`config.mk`:
```
export PLATFORM = sky130hd
export DESIGN_NAME = booth_control
export DESIGN_NICKNAME = d
export VERILOG_FILES = /design/src/rtl/booth_control.sv
export SDC_FILE = /design/constraint.sdc
export NUM_CORES = 1
export LEC_CHECK = 0
export ABC_AREA = 1
export BUFFER_PORTS_ARGS = -buffer_cell sky130_fd_sc_hd__buf_2
export CAP_MARGIN = 20
export CORE_AREA = 2 2 39 41
export CTS_CLUSTER_DIAMETER = 80
export DETAILED_ROUTE_END_ITERATION = 6
export DIE_AREA = 0 0 41 43
export SLEW_MARGIN = 20
export SYNTH_ARGS = -nofsm -noshare
export SYNTH_HDL_FRONTEND = slang
export SYNTH_SLANG_ARGS = --single-unit
```
`constraint.sdc`:
```
create_clock -name clk -period 1.3 [get_ports clk]
set_input_delay 0.39 -clock clk [delete_from_list [all_inputs] [get_ports clk]]
set_output_delay 0.39 -clock clk [all_outputs]
set_load 0.02 [all_outputs]
```
`src/rtl/booth_control.sv`:
```
// Sequencing FSM for a sequential Booth multiplier: steps A/Q/Q(-1)/M strobes
// through N add-or-subtract + shift iterations. All outputs decode from state only.
module booth_control #(
  parameter int N  = 4,
  parameter int CW = $clog2(N) + 1
) (
  input  logic clk,
  input  logic reset,
  input  logic start,
  input  logic q0,
  input  logic qm1,
  output logic ResetA,
  output logic CargaA,
  output logic DesplazaA,
  output logic CargaQ,
  output logic DesplazaQ,
  output logic CargaM,
  output logic ResetQm1,
  output logic DesplazaQm1,
  output logic SumRes,
  output logic Busy,
  output logic Fin
);

  typedef enum logic [2:0] {
    S_IDLE  = 3'd0,
    S_INIT  = 3'd1,
    S_CHECK = 3'd2,
    S_ADD   = 3'd3,
    S_SUB   = 3'd4,
    S_SHIFT = 3'd5,
    S_DONE  = 3'd6
  } state_t;

  state_t        r_state;
  state_t        w_next;
  logic [CW-1:0] r_count;
  logic          w_last;

  assign w_last = (r_count == CW'(N - 1));

  always_ff @(posedge clk) begin
    if (reset) r_state <= S_IDLE;
    else       r_state <= w_next;
  end

  // Iteration counter: cleared on every operation start, advanced once per shift.
  always_ff @(posedge clk) begin
    if (reset)                   r_count <= '0;
    else if (r_state == S_INIT)  r_count <= '0;
    else if (r_state == S_SHIFT) r_count <= r_count + CW'(1);
  end

  always_comb begin
    w_next = r_state;
    case (r_state)
      S_IDLE:  if (start) w_next = S_INIT;
      S_INIT:  w_next = S_CHECK;
      S_CHECK: begin
        case ({q0, qm1})
          2'b10:   w_next = S_SUB;
          2'b01:   w_next = S_ADD;
          default: w_next = S_SHIFT;
        endcase
      end
      S_ADD:   w_next = S_SHIFT;
      S_SUB:   w_next = S_SHIFT;
      S_SHIFT: w_next = w_last ? S_DONE : S_CHECK;
      S_DONE:  if (start) w_next = S_INIT;
      default: w_next = S_IDLE;
    endcase
  end

  always_comb begin
    ResetA      = 1'b0;
    CargaA      = 1'b0;
    DesplazaA   = 1'b0;
    CargaQ      = 1'b0;
    DesplazaQ   = 1'b0;
    CargaM      = 1'b0;
    ResetQm1    = 1'b0;
    DesplazaQm1 = 1'b0;
    SumRes      = 1'b0;
    Busy        = 1'b0;
    Fin         = 1'b0;
    case (r_state)
      S_INIT: begin
        ResetA   = 1'b1;
        CargaQ   = 1'b1;
        CargaM   = 1'b1;
        ResetQm1 = 1'b1;
        Busy     = 1'b1;
      end
      S_CHECK: Busy = 1'b1;
      S_ADD: begin
        CargaA = 1'b1;
        Busy   = 1'b1;
      end
      S_SUB: begin
        CargaA = 1'b1;
        SumRes = 1'b1;
        Busy   = 1'b1;
      end
      S_SHIFT: begin
        DesplazaA   = 1'b1;
        DesplazaQ   = 1'b1;
        DesplazaQm1 = 1'b1;
        Busy        = 1'b1;
      end
      S_DONE:  Fin = 1'b1;
      default: ;
    endcase
  end

endmodule

```
==> qor.txt, run 1 <==
Status: finished, violations left
Failing checks: negative setup slack
CP cell instances: inv_8 > nand3_4 > clkinvlp_4 > buf_6
Logic pwr share: 0.459
Worst hold path cell count: 4
Hold wc startpoint: start
Syn Area/Cell: 6.70 um2
Clk_skew: 0.277 ps
Area Overhead vs Synth: 58.9%
RSZ-0062 raised after global routing: true
Initial antenna violation count: 0
Flop2flop setup slack: 120 ps
Final Critical Period: 1440 ps
CTS clk-pin slew, worst paths: 50 ps
Non-filler cells in the finished layout: 113
Fmax: 0.697 GHz
TritonCTS clock tree: built
FFs w/ async S/R, synth: 0
Most instantiated library cell after synthesis: nand2_1
Slowest cell delay on critical path: 400 ps
Design Power: 762 uW
Core ar.: 1380 um2
Hold endpoint: r_state[2]
Placed inst area: 587 um2
Crit path DAT: 1050 ps
Mapped cell area: 475 um2
Largest net degree at the start of global routing: 9
Area fraction of the dominant cell type after synthesis: 0.253
Area of the multi-input gates: 272 um2
Fin Hold WS: 432 ps
Worst R2R Path Depth: 6
Reg area: 131 um2
Fin util: 0.546
Die Wd: 41 um
Top-level I/O count: 16
Number of flops mapped to enable cells by yosys: 0
Post-placement cell count: 104
Worst setup EP type: output pin
Fillers: 148
Top FF cell, synth: dfxtp_1
Setup slack after layout: -135 ps
Die footprint: 1760 um2
Max Cap Viol: 0
RR Startpoint: r_state[1]
Final WL: 1.15 mm
Clk_lat worst skew: 240 ps
Net Sw Power: 289 uW
Slowest CP cell: dfxtp_4
Max IR drop VDD: 0.000448 V
Yosys reg bits: 6
Switching share of power: 0.379
Root buf cell: clkbuf_4
Initial Util: 0.344
Via count: 507
Clock Sinks: 6
Deepest clock path buffer count: 2
WP data required: 910 ps
Crit-path max FO: 7
Flop pwr share: 0.316
Final HPWL DP: 776 um
Worst flop-to-flop path endpoint: r_count[0]
Final hold viol count: 0
Grt ovf: 0
YS warnings: 0
H-tree levels: 1
# setup viols final: 11
Setup Crit Path Kind: reg2out
Critical Path Start Type: flop
ANT cells: 0
Register area share after synthesis: 0.253
Number of global-route vias before repair: 458
P_leak: 0.000406 uW
Remaining antenna violation count: 0
First-pass GRT wire length: 1.87 mm
Cells after synthesis: 71
Layout cell share with drive strength beyond 1: 0.546
Clk pwr share: 0.225
# port buffers: 15
Top cells by area, synth: dfxtp_1 25%, nand2_1 13%, nand3_1 9.5%
DRC: 0
CTS Buf Count: 3
Cell Rows: 14
Final period utilization: 1.10
Drt first-iter violations: 5
Max Transition Viols Final: 0
Synth cell count leaders: 17 x nand2_1, 11 x inv_1, 9 x nand3_1, 6 x buf_4, 6 x dfxtp_1
Vias per std cell: 4.49
DIE HEIGHT: 43 um
Wire per inst: 10.2 um
Drt pass-1 iters: 3
Internal power: 473 uW
Slew HR: 0.885
Hold Path Class: in2reg
Syn Nets: 78
Least-Margin Pin Slew: 172 ps
Pwr dens: 1010 nW/um2
Count of cell types in the netlist: 17
Fin area: 756 um2
Cell accounting for the most synthesized area: dfxtp_1
Routability Congestion: 0.714
Layout Nets: 106
Total GRT Usage: 0.155
-- worst max-delay path: cells and delay by family (launching register included) --
family	cells	cell delay, ps
flip-flops	1	400
buffers and inverters	3	330
AND/OR/NAND/NOR	1	70
-- flip-flops by register name, summed over array words and instances, names as in the netlist --
| name | flops |
|---|---|
| r_count | 3 |
| r_state | 3 |
-- timing repair --
item                                    4_1_cts  5_1_grt
hold buffers                                  0        0
setup buffers                                 5        1
gates cloned                                  0        0
resized for setup                            26        7
endpoints found under the setup margin       11       11
pin swaps                                     1        1
-- how the worst max path moves through the flow --
stage | from | to | slack (ps) | cells past startpoint
finish | r_state[1] | DesplazaA | -140 | 4
global route | r_state[1] | DesplazaQm1 | -190 | 4
CTS | r_state[2] | CargaA | -130 | 4
detailed placement | r_state[0] | CargaA | -30 | 4
global placement | r_state[0] | CargaQ | -40 | 3
floorplan | r_state[0] | DesplazaQ | 10 | 4
-- cell type report --
cell class	instances	area share
Clock buffer	3	0.0298
Inverter	13	0.0861
Multi-Input combinational cell	45	0.359
Sequential cell	6	0.174
Tap cell	16	0.0265
Timing Repair Buffer	30	0.325
-- stage by stage --
stage                     worst slack [ps]  setup TNS [ps]
after floorplan                       12.8               0
after global placement               -43.7            -238
after detailed placement             -25.8           -90.5
after CTS                             -131           -1330
after global routing                  -187           -1910
final                                 -135           -1340
-- metal layers --
layer | routed length, um | vias to the layer above | track usage
li1 | - | 267 | -
met1 | 478 | 226 | 0.178
met2 | 627 | 14 | 0.263
met3 | 47 | 0 | 0.0314
met4 | 0 | 0 | 0.0600
met5 | 0 | - | 0
-- power groups by stage --
stage	combinational [uW]	clock [uW]	sequential [uW]
floorplan	223	0	211
global placement	266	0	232
detailed placement	267	0	232
CTS	332	180	234
global route	378	193	244
finish	350	172	241
-- placed cells by master, fill, tap and decap left out, types with 2 or more instances in the layout --
master and instances:
nand3_2 4, nand4_1 2, nor2_2 3, ha_1 2, inv_2 2, dfxtp_1 3, nor2_1 2, clkbuf_4 3
inv_1 8, buf_2 4, nand2_1 17, a21oi_1 4, dfxtp_4 3, nand2_2 2, nand3_1 5, buf_4 18
buf_6 8
-- cells by family (layout without fill, tap and decap cells) --
family	count (synthesis)	count (layout)	share of synthesized area
fa+ha+maj	2	2	0.0526
buf+inv	20	46	0.232
simple gates	39	39	0.421
compound gates	4	4	0.0421
flops	6	6	0.253
Note: power is estimated with default switching activity, not from simulation.
==> inputs of run 2 (changes only) <==
CORE_AREA = 10 10 47 49   (was 2 2 39 41)
DIE_AREA = 0 0 57 59   (was 0 0 41 43)
==> run 2 against run 1 <==
The flow still finishes with violations (negative setup slack). Global-route usage is 7.3 points lower. Hold slack better by 31 ps. Via count is 0.79% higher. Sequential share of layout area is 0.61 points lower. Design area is 3.6% higher. Clock skew is 1.0 ps higher. First-iteration DRC count is 40% lower. Clock power is 4% lower. Flip-flop and latch count stayed put. Combinational power is 9.1% higher. Largest cell class unchanged. Largest power group unchanged. Highest routed layer is now met4.
==> qor.txt, run 2 (synthesis gave the netlist of run 1 again) <==
Clk_lat worst skew: 240 ps
Core ar.: 1400 um2
Status: finished, violations left
Critical Path Start Type: flop
Max Cap Viol: 0
DIE HEIGHT: 59 um
RR Startpoint: r_state[1]
TritonCTS clock tree: built
Hold-fix buffers, CTS: 0
CP cell instances: inv_6 > nand3_4 > clkinvlp_4 > buf_6
Final hold viol count: 0
CTS Buf Count: 3
Vias per std cell: 4.48
Final period utilization: 1.11
Slowest CP cell: dfxtp_4
Clock Sinks: 6
Initial Util: 0.339
Worst Setup SP: r_state[1]
Via count: 511
Crit-path max FO: 7
Pwr dens: 1000 nW/um2
Layout cell share with drive strength beyond 1: 0.551
Deepest clock path buffer count: 2
Max IR drop VDD: 0.000726 V
Clk_skew: 1.31 ps
Routability Congestion: 0.753
DRC: 0
Crit path max-delay family: flip-flops
Hold Path Class: in2reg
Setup slack after layout: -149 ps
ANT cells: 0
Max Transition Viols Final: 0
Flop2flop setup slack: 40 ps
Worst flop-to-flop path endpoint: r_count[1]
Largest registers: r_count: 3 flops, r_state: 3 flops
Initial antenna violation count: 0
Layout Nets: 107
Remaining antenna violation count: 0
Failing checks: negative setup slack
Total GRT Usage: 0.0821
Die Wd: 57 um
Crit path depth: 4
Least-Margin Pin Slew: 158 ps
Final WL: 1.26 mm
Top-level I/O count: 16
Fmax: 0.690 GHz
Worst R2R Path Depth: 8
Slowest cell delay on critical path: 370 ps
Number of global-route vias before repair: 519
Highest-count cells in the layout ignoring fill and taps: 18 x buf_4, 17 x nand2_1, 9 x inv_1, 9 x buf_6, 5 x nand3_1
Root buf cell: clkbuf_4
Fin area: 783 um2
Largest net degree at the start of global routing: 9
Crit path DAT: 1060 ps
# setup viols final: 11
Wire per inst: 11.0 um
Cell Rows: 14
Fillers: 138
Worst setup EP type: output pin
Fin util: 0.559
# port buffers: 15
Placed inst area: 584 um2
CP Buf/Inv Count: 3
Setup Crit Path Kind: reg2out
RSZ-0062 raised after global routing: true
Final Critical Period: 1450 ps
Area Overhead vs Synth: 64.7%
Grt ovf: 0
Die footprint: 3360 um2
Slew HR: 0.894
First-pass GRT wire length: 2.18 mm
Commonest non-fill, non-tap cell in the layout: buf_4
Final HPWL DP: 919 um
P_leak: 0.000413 uW
CP endpoint: DesplazaQ
CTS clk-pin slew, worst paths: 40 ps
H-tree levels: 1
WP data required: 910 ps
Drt first-iter violations: 3
Drt pass-1 iters: 4
## run 2: repair_timing
item,in CTS,in global routing
setup buffers,8,2
endpoints found under the setup margin,11,12
gates resized for setup,33,3
pin swaps,4,1
## run 2: through the flow
step	std cells	total power (uW)	setup TNS, ps	setup slack [ps]	hold WS, ps
floorplan	71	434	0	12.8	447
global placement	102	502	0	8.93	459
detailed placement	102	505	-205	-51.5	463
CTS	112	781	-1230	-148	446
global route	114	844	-1860	-205	489
finish	114	784	-1210	-149	462
## run 2: worst min-delay path: stages
cell,delay [ps]
buf_2,80
inv_1,60
nand3_1,80
nand2_1,60
## run 2: final cells by class
cell class                      count  area [um2]  share of cell area
Clock buffer                        3        22.5              0.0288
Inverter                           13        65.1              0.0831
Tap cell                           16        20.0              0.0256
Timing Repair Buffer               31         256               0.327
Multi-Input combinational cell     45         288               0.367
Sequential cell                     6         131               0.168
## run 2: how the worst min path moves through the flow
| stage | cells after the start | startpoint | to | slack (ps) |
|---|---|---|---|---|
| final | 4 | start | r_state[2] | 460 |
| after detailed placement | 2 | r_count[1] | r_count[1] | 460 |
| after floorplan | 2 | r_count[1] | r_count[1] | 450 |
| after global routing | 4 | reset | r_count[2] | 490 |
| after CTS | 4 | start | r_state[2] | 450 |
| after global placement | 2 | r_count[1] | r_count[1] | 460 |
## run 2: layer usage
layer | wire (um) | up-vias | track usage | share of wire
li1 | - | 272 | - | -
met1 | 422 | 224 | 0.0650 | 0.34
met5 | 0 | - | 0 | 0
met2 | 706 | 11 | 0.161 | 0.56
met3 | 94 | 4 | 0.0343 | 0.075
met4 | 31 | 0 | 0.0503 | 0.025
## run 2: where the power goes
| part | switching [uW] | internal, uW |
|---|---|---|
| Clock | 60.9 | 104 |
| Combinational | 200 | 182 |
| Sequential | 35.3 | 202 |
